--- config.mk ---
export PLATFORM = sky130hd
export DESIGN_NAME = id_ex_operand_stage
export DESIGN_NICKNAME = d
export VERILOG_FILES = /design/src/rtl/id_ex_operand_stage.sv
export SDC_FILE = /design/constraint.sdc
export NUM_CORES = 1
export LEC_CHECK = 0
export ABC_AREA = 1
export ABC_CLOCK_PERIOD_IN_PS = 2500
export CAP_MARGIN = 20
export CORE_AREA = 5 5 185 187
export DETAILED_ROUTE_END_ITERATION = 8
export DIE_AREA = 0 0 190 192
export PLACE_DENSITY = 0.66
export RECOVER_POWER = 25
export SETUP_SLACK_MARGIN = 0.4
export SYNTH_ARGS = -nofsm -noshare
export SYNTH_HDL_FRONTEND = slang
export SYNTH_SLANG_ARGS = --single-unit
--- constraint.sdc ---
create_clock -name clk -period 2.5 [get_ports clk]
set_input_delay 0.375 -clock clk [delete_from_list [all_inputs] [get_ports clk]]
set_output_delay 0.375 -clock clk [all_outputs]
set_load 0.01 [all_outputs]
--- src/rtl/id_ex_operand_stage.sv ---
// id_ex_operand_stage: ID/EX operand resolution with EX/MEM/WB bypass, load-use stall and pipeline register
module id_ex_operand_stage #(
    parameter int XLEN   = 32,
    parameter int CTRL_W = 16
) (
    input  logic              clk,
    input  logic              rst_n,
    input  logic              in_valid,
    output logic              in_ready,
    input  logic [XLEN-1:0]   in_pc,
    input  logic [4:0]        in_rs1,
    input  logic [4:0]        in_rs2,
    input  logic [4:0]        in_rd,
    input  logic              in_uses_rs1,
    input  logic              in_uses_rs2,
    input  logic              in_wb_en,
    input  logic [XLEN-1:0]   in_imm,
    input  logic [CTRL_W-1:0] in_ctrl,
    output logic [4:0]        rf_rs1,
    output logic [4:0]        rf_rs2,
    input  logic [XLEN-1:0]   rf_rd1,
    input  logic [XLEN-1:0]   rf_rd2,
    input  logic              ex_valid,
    input  logic              ex_wb_en,
    input  logic              ex_is_load,
    input  logic [4:0]        ex_rd,
    input  logic [XLEN-1:0]   ex_result,
    input  logic              mem_valid,
    input  logic              mem_wb_en,
    input  logic [4:0]        mem_rd,
    input  logic [XLEN-1:0]   mem_result,
    input  logic              wb_wenable,
    input  logic [4:0]        wb_rd,
    input  logic [XLEN-1:0]   wb_wdata,
    input  logic              flush,
    output logic              out_valid,
    input  logic              out_ready,
    output logic [XLEN-1:0]   out_pc,
    output logic [XLEN-1:0]   out_imm,
    output logic [XLEN-1:0]   out_rs1_val,
    output logic [XLEN-1:0]   out_rs2_val,
    output logic [4:0]        out_rd,
    output logic              out_wb_en,
    output logic [CTRL_W-1:0] out_ctrl,
    output logic [31:0]       stall_cycles
);
    logic              ex_fwd, mem_fwd, hazard, advance, fire;
    logic [XLEN-1:0]   rs1_val, rs2_val;
    logic [31:0]       stall_d, stall_q;
    logic              valid_q, wb_en_q;
    logic [XLEN-1:0]   pc_q, imm_q, rs1_q, rs2_q;
    logic [4:0]        rd_q;
    logic [CTRL_W-1:0] ctrl_q;

    assign rf_rs1  = in_rs1;
    assign rf_rs2  = in_rs2;
    // A load in EX has no data yet; it is covered by the stall, not by bypass
    assign ex_fwd  = ex_valid && ex_wb_en && !ex_is_load;
    assign mem_fwd = mem_valid && mem_wb_en;
    assign rs1_val = in_rs1 == 5'd0 ? '0 :
                     ex_fwd && ex_rd == in_rs1 ? ex_result :
                     mem_fwd && mem_rd == in_rs1 ? mem_result :
                     wb_wenable && wb_rd == in_rs1 ? wb_wdata : rf_rd1;
    assign rs2_val = in_rs2 == 5'd0 ? '0 :
                     ex_fwd && ex_rd == in_rs2 ? ex_result :
                     mem_fwd && mem_rd == in_rs2 ? mem_result :
                     wb_wenable && wb_rd == in_rs2 ? wb_wdata : rf_rd2;
    assign hazard  = ex_valid && ex_is_load && ex_wb_en && ex_rd != 5'd0 &&
                     ((in_uses_rs1 && in_rs1 == ex_rd) || (in_uses_rs2 && in_rs2 == ex_rd));
    assign advance  = !valid_q || out_ready;
    assign in_ready = rst_n && advance && !hazard && !flush;
    assign fire     = in_valid && in_ready;
    assign stall_d  = (in_valid && hazard && !flush && stall_q != 32'hFFFF_FFFF) ? stall_q + 32'd1 : stall_q;

    always_ff @(posedge clk) begin
        if (!rst_n) begin
            valid_q <= 1'b0;
            wb_en_q <= 1'b0;
            pc_q    <= '0;
            imm_q   <= '0;
            rs1_q   <= '0;
            rs2_q   <= '0;
            rd_q    <= '0;
            ctrl_q  <= '0;
            stall_q <= '0;
        end else begin
            stall_q <= stall_d;
            valid_q <= !flush && (fire || (!advance && valid_q));
            if (fire) begin
                wb_en_q <= in_wb_en;
                pc_q    <= in_pc;
                imm_q   <= in_imm;
                rs1_q   <= rs1_val;
                rs2_q   <= rs2_val;
                rd_q    <= in_rd;
                ctrl_q  <= in_ctrl;
            end
        end
    end

    assign out_valid    = valid_q;
    assign out_wb_en    = wb_en_q;
    assign out_pc       = pc_q;
    assign out_imm      = imm_q;
    assign out_rs1_val  = rs1_q;
    assign out_rs2_val  = rs2_q;
    assign out_rd       = rd_q;
    assign out_ctrl     = ctrl_q;
    assign stall_cycles = stall_q;
endmodule

==> impl_metrics.tcl, run 1 <==
set metrics [dict create \
    r2r-end "stall_cycles[23]$_SDFFE_PN0P_" \
    start_kind "input port" \
    start_util 0.3338 \
    synth_xor_area_frac 0.009752 \
    crit_path_max_fanout 3 \
    synth-async-reset-ratio 0 \
    via_count 14180 \
    cp-end-kind "primary output" \
    fin_crit_sh 0.8160 \
    startpoint "in_rs2[4]" \
    die_h_microns 192 \
    worst-path-buf-inv 2 \
    endpoint "in_ready" \
    overflow 0 \
    synth_common_cells "516 x nand2_1, 230 x nand3_1, 183 x dfxtp_1, 170 x a21oi_1, 169 x nor2_1" \
    syn-instance-count 1763 \
    final-seq-area_sq_mm 0.003665 \
    clk_latency_ns 0.45 \
    ys_types 29 \
    yosys_warnings 0 \
    timing.fmax_ghz 0.4902 \
    post-route-min-period_ns 2.040 \
    synth_top_area_share 0.3399 \
    synthTopCellsByArea "dfxtp_1 34%, nand2_1 18%, nand3_1 11%, nand4_1 8.5%, a21oi_1 7.9%" \
    rr_worst_depth 12 \
    drt_iter0_markers 1461 \
    num-fill-cells 3144 \
    finClkSkew_ns 0.01225 \
    final_nets 2515 \
    drv_cap 0 \
    synth.cell_area_sq_mm 0.01078 \
    min_from "out_pc[14]$_SDFFE_PN0P_" \
    path_cells "clkdlybuf4s50_1, xnor2_1, nand4_1, nand2_2, a21boi_4, buf_2" \
    rows 66 \
    cp_slowest_cell "clkdlybuf4s50_1" \
    vdd_ir_drop_max_mv 0.4667 \
    synth_edf_count 0 \
    yosysTopAreaCell "dfxtp_1" \
    final_area_sq_mm 0.01746 \
    multiInputGateArea_sq_mm 0.006070 \
    powerDensity_mw_per_mm2 434.1 \
    pwr-share-comb 0.227 \
    path_depth 6 \
    p_clk_frac 0.372 \
    grt_max_degree 87 \
    synth-compound-area-share 0.09101 \
    numCtsBuffers 17 \
    synth_top_family_by_area "simple AND/OR/NAND/NOR gates" \
    power_switching_uw 2305 \
    required_ns 2.12 \
    muxShareOfSynthArea 0 \
    drive_gt1_frac 0.08337 \
    place.gp.congestion 0.9247 \
    switching_share 0.3041 \
    cts-root-buf "clkbuf_16" \
    rr_startpoint "stall_cycles[0]$_SDFFE_PN0P_" \
    viasPerCell 5.270 \
    coreArea_sq_mm 0.03229 \
    antenna_found_initial 8 \
    grt_pass1_wl_mm 77.34 \
    crit_family "buffers and inverters" \
    status "finished clean" \
    dieArea_sq_mm 0.03648 \
    rrSetupSlack_ns 0.53 \
    cpPeakStageDelay_ns 0.56 \
    syn_avg_cell_area_sq_um 6.113 \
    max_slew.worst_pin.slew_ns 0.4739 \
    dr.pass1.iters 9 \
    worstSetupPathType "in2out" \
    yosys_most_used_dff "dfxtp_1" \
    leakagePower_uw 0.007380 \
    internal_power_uw 5275 \
    timing.hold.ws_ns 0.4584 \
    hpwl_mm 39.67 \
    place_area_sq_mm 0.01653 \
    clockBufferDepth 2 \
    grt_usage 0.2702 \
    routed_wl_mm 52.69 \
    drv_slew 0 \
    crit_arrival_ns 1.67 \
    synth_simple_gate_area_share 0.4493 \
    syn2layout_area_growth_pct 62.03 \
    yosys_register_bits 183 \
    setup_viol 0 \
    hold_viol 0 \
    max_slew_margin 0.6841 \
    clk_pin_slew_ns 0.07 \
    synth.most_common_cell "nand2_1" \
    post-route-drc-count 0 \
    cts_tree "yes" \
    ant_nets 0 \
    synth_nets 2048 \
    seq_area_frac_synth 0.3399 \
    cts-hold-fix-buffers 0 \
    synthAdderAreaFrac 0.001161 \
    wire_per_inst_microns 19.59 \
    pin_count 478 \
    power_frac_seq 0.401 \
    port_buffers 477 \
    hp-class "reg2reg" \
    rsz0062_at_grt "yes" \
    htree_num_levels 4 \
    cts.sink_count 183 \
    die_x_microns 190 \
    grt_pass1_vias 13420 \
]
[registers in the layout (all words and copies together) (netlist names)]
register and count:
out_rs1_val 32, out_wb_en 1, out_valid 1, out_rd 5
out_imm 32, stall_cycles 32, out_ctrl 16, out_rs2_val 32
out_pc 32
[metrics by stage]
| stage | worst slack [ns] | util | setup TNS, ns | cells | total power, uW |
|---|---|---|---|---|---|
| final | 0.4599 | 0.5408 | 0 | 2690 | 7580 |
| after global placement | -0.07380 | 0.5120 | -0.1777 | 2642 | 4775 |
| after floorplan | 0.6032 | - | 0 | 1763 | 3736 |
| after global routing | 0.3273 | 0.5408 | 0 | 2689 | 7879 |
| after CTS | 0.3547 | 0.5305 | 0 | 2674 | 7588 |
| after detailed placement | -0.09181 | 0.5120 | -0.9018 | 2642 | 4783 |
[cells by family after synthesis]
group / Yosys count
flip-flops: 183
AO/OA/AOI/OAI: 194
AND/OR/NAND/NOR: 1092
XOR/XNOR: 12
buffers and inverters: 281
adder cells (fa/ha/maj): 1
[cell usage in the layout (no fill, tap or decap), types with 3 or more instances in the layout]
cell	n
inv_2	13
nor2_4	4
dlygate4sd2_1	5
xnor2_1	6
clkinv_4	3
buf_6	7
buf_12	25
nand2_2	3
a21oi_2	4
buf_4	65
and3_1	3
o21ai_1	3
clkdlybuf4s50_1	368
inv_1	135
nor2_1	158
nand2_1	515
o21ai_0	19
nand3_1	227
nor3_1	10
diode_2	5
a21oi_1	167
xor2_1	6
inv_8	5
dfxtp_1	182
dlygate4sd3_1	94
dlymetal6s2s_1	8
nor2_2	13
clkbuf_16	22
nand4_1	147
nor3_2	3
[layout make-up]
| type | count | share of cell area |
|---|---|---|
| Multi-Input combinational cell | 1299 | 0.3476 |
| Timing Repair Buffer | 580 | 0.3435 |
| Sequential cell | 183 | 0.2099 |
| Inverter | 149 | 0.03217 |
| Tap cell | 442 | 0.03167 |
| Clock buffer | 17 | 0.02436 |
| Clock inverter | 15 | 0.01017 |
| Antenna cell | 5 | 0.0007165 |
[worst min-delay path, cell delays in order (launching register included)]
cell	delay (ns)
dfxtp_1	0.31
nand2_1	0.05
a21oi_1	0.05
[routing by layer]
| metal | wire length [microns] | track usage | vias to the layer above |
|---|---|---|---|
| met2 | 25000 | 0.4518 | 794 |
| met1 | 20910 | 0.3439 | 6521 |
| met4 | 1554 | 0.07707 | 8 |
| met3 | 5170 | 0.07197 | 104 |
| met5 | 56 | 0 | - |
| li1 | - | - | 6748 |
[worst min path at each step]
stage / end / slack [ns] / cells past startpoint
after floorplan: out_ctrl[0]$_SDFFE_PN0P_ / 0.49 / 2
final: out_pc[14]$_SDFFE_PN0P_ / 0.46 / 2
after global routing: out_imm[31]$_SDFFE_PN0P_ / 0.48 / 2
after detailed placement: out_rs2_val[27]$_SDFFE_PN0P_ / 0.45 / 2
after global placement: out_imm[11]$_SDFFE_PN0P_ / 0.45 / 2
after CTS: out_imm[24]$_SDFFE_PN0P_ / 0.47 / 2
[power groups by stage]
| stage | registers, uW | logic [uW] | clock network, uW |
|---|---|---|---|
| finish | 3040 | 1720 | 2820 |
| global route | 3050 | 1840 | 2990 |
| CTS | 3040 | 1680 | 2870 |
| detailed placement | 3110 | 1670 | 0 |
| global placement | 3110 | 1670 | 0 |
| floorplan | 3140 | 595 | 0 |
[what timing repair did]
action | in CTS | in global routing
pin swaps | 1 | 4
gates resized for setup | 11 | 39
buffers inserted | 0 | 5
cloned | 0 | 6
setup endpoints to repair | 3 | 173
Note: power is estimated with default switching activity, not from simulation.
==> run 2, diff against run 1 <==
Settings changed: ABC_CLOCK_PERIOD_IN_PS 2500 to 2110.
Clock period 2.5 ns to 2.11 ns, I/O delays scaled along.
==> impl_metrics.tcl, run 2 (synthesized netlist as in run 1, its figures left out) <==
set metrics [dict create \
    htree_num_levels 4 \
    final_common_cell "nand2_1" \
    cp_slowest_cell "dfxtp_1" \
    grt_pass1_wl_mm 84.91 \
    drive_gt1_frac 0.1674 \
    drv_slew 0 \
    timing.hold.ws_ns 0.4287 \
    hold_viol 0 \
    via_count 15000 \
    clk_latency_ns 0.46 \
    start_kind "register" \
    cts_tree "yes" \
    finClkSkew_ns 0.01033 \
    path_cells "ha_4, nand2_4, nor2_4, buf_6, nand3_4, nor2_1, nand2_2, nor2_1, nand3_1, nor2_1, nand2_1, nand2_1, nor2_1" \
    finalNonFillerCells 2776 \
    startpoint "stall_cycles[1]$_SDFFE_PN0P_" \
    crit_family "simple AND/OR/NAND/NOR gates" \
    port_buffers 477 \
    rr_worst_depth 13 \
    pin_count 478 \
    grt_usage 0.3012 \
    rrSetupSlack_ns 0.21 \
    final_area_sq_mm 0.01853 \
    post-place-cells 2675 \
    syn2layout_area_growth_pct 71.94 \
    powerDensity_mw_per_mm2 494.0 \
    cp-end-kind "register" \
    cts.sink_count 183 \
    cpPeakStageDelay_ns 0.41 \
    rsz0062_at_grt "yes" \
    max_slew.worst_pin.slew_ns 0.4184 \
    viasPerCell 5.404 \
    cts-hold-fix-buffers 0 \
    hp-class "in2reg" \
    hpwl_mm 42.84 \
    die_h_microns 192 \
    rows 66 \
    vdd_ir_drop_max_mv 0.5861 \
    fin_crit_sh 0.8991 \
    place.gp.congestion 0.9493 \
    cts-root-buf "clkbuf_16" \
    drt_iter0_markers 1622 \
    post-route-drc-count 0 \
    setup_viol 0 \
    routed_wl_mm 59.21 \
    overflow 0 \
    status "finished clean" \
    timing.fmax_ghz 0.5271 \
    wire_per_inst_microns 21.33 \
    dieArea_sq_mm 0.03648 \
    grt_pass1_vias 14480 \
    antenna_found_initial 10 \
    fin_setup_tns_ns 0 \
    grt_max_degree 87 \
    worst-path-buf-inv 1 \
    r2r-end "stall_cycles[22]$_SDFFE_PN0P_" \
    numCtsBuffers 17 \
    path_common_cell "nor2_1" \
    whs_path_depth 3 \
    holdPathEnd "out_imm[21]$_SDFFE_PN0P_" \
    mostFrequentLayoutCells "501 x nand2_1, 294 x clkdlybuf4s50_1, 218 x nand3_1" \
    clk_pin_slew_ns 0.08 \
    crit_arrival_ns 2.25 \
    die_x_microns 190 \
    min_from "in_imm[21]" \
    drv_cap 0 \
    worstSetupPathType "reg2reg" \
    final_nets 2596 \
    ant_nets 0 \
    start_util 0.3338 \
    place_area_sq_mm 0.01686 \
    post-route-min-period_ns 1.897 \
    rr_startpoint "stall_cycles[1]$_SDFFE_PN0P_" \
    coreArea_sq_mm 0.03229 \
    leakagePower_uw 0.008034 \
    required_ns 2.46 \
    dr.pass1.iters 6 \
    max_slew_margin 0.7211 \
    crit_path_max_fanout 3 \
    clockBufferDepth 2 \
]
==> run 2: changes by cell type in the layout (fill, tap and decap cells not counted), moves of 18 or more <==
cell	delta
dlygate4sd3_1	-85
dlygate4sd2_1	+82
clkdlybuf4s50_1	-74
buf_4	+38
clkdlybuf4s25_1	+32
clkbuf_1	+29
buf_6	+20
nor2_1	-20
dfxtp_1	-19
a21oi_1	-18
==> run 2: through the flow <==
step           setup slack (ns)  total power, uW    util
3_3_place_gp            -0.4345             5741  0.5221
2_1_floorplan            0.4108             4424       -
5_1_grt                 0.07003             9491  0.5738
3_5_place_dp            -0.4300             5747  0.5221
4_1_cts                  0.3201             9164  0.5615
6_report                 0.2130             9155  0.5739
==> run 2: per-layer routing <==
layer,track usage,vias up,routed length [microns]
met2,0.4967,938,27760
met3,0.08324,206,5910
met5,0,-,12
li1,-,6927,-
met4,0.1708,2,3663
met1,0.3531,6929,21870
==> run 2: worst reg2reg max path: cells and delay by family (launching register included) <==
| kind | cells | cell delay (ns) |
|---|---|---|
| buffers and inverters | 1 | 0.12 |
| adder cells (fa/ha/maj) | 1 | 0.18 |
| AND/OR/NAND/NOR | 11 | 1.09 |
| flip-flops | 1 | 0.41 |
==> run 2: what timing repair did <==
action / CTS / global route
gates resized for setup: 242 / 205
gates cloned: 11 / 6
setup endpoints to repair: 273 / 209
setup buffers: 26 / 16
pin swaps: 37 / 67
==> run 2: area by class of cell <==
class,count,area [sq um]
fill,3103,13760
timing repair buffer,660,6605
clock buffer,17,425.4
antenna,10,25.02
tap,442,553.0
inverter,149,579.3
sequential,183,3696
clock inverter,15,161.4
timing repair inverter,1,6.256
multi-input combinational,1299,6480
==> run 2: worst max path at each step <==
stage	end	slack, ns	depth (start not counted)
after detailed placement	out_rs2_val[0]$_SDFFE_PN0P_	-0.43	15
after global placement	out_rs2_val[0]$_SDFFE_PN0P_	-0.43	13
final	stall_cycles[22]$_SDFFE_PN0P_	0.21	13
after floorplan	stall_cycles[2]$_SDFFE_PN0P_	0.41	11
after CTS	stall_cycles[3]$_SDFFE_PN0P_	0.32	13
after global routing	stall_cycles[16]$_SDFFE_PN0P_	0.07	13
==> run 2: where the power goes <==
group | total (uW) | internal [uW] | switching, uW
logic | 2240 | 1080 | 1150
registers | 3600 | 3540 | 56.9
clock network | 3320 | 1680 | 1630
==> run 3, diff against run 2 <==
Settings changed: CTS_CLUSTER_SIZE set to 14.
==> results of run 3 <==
The final DEF is identical to that of run 2; final timing and power are the same.
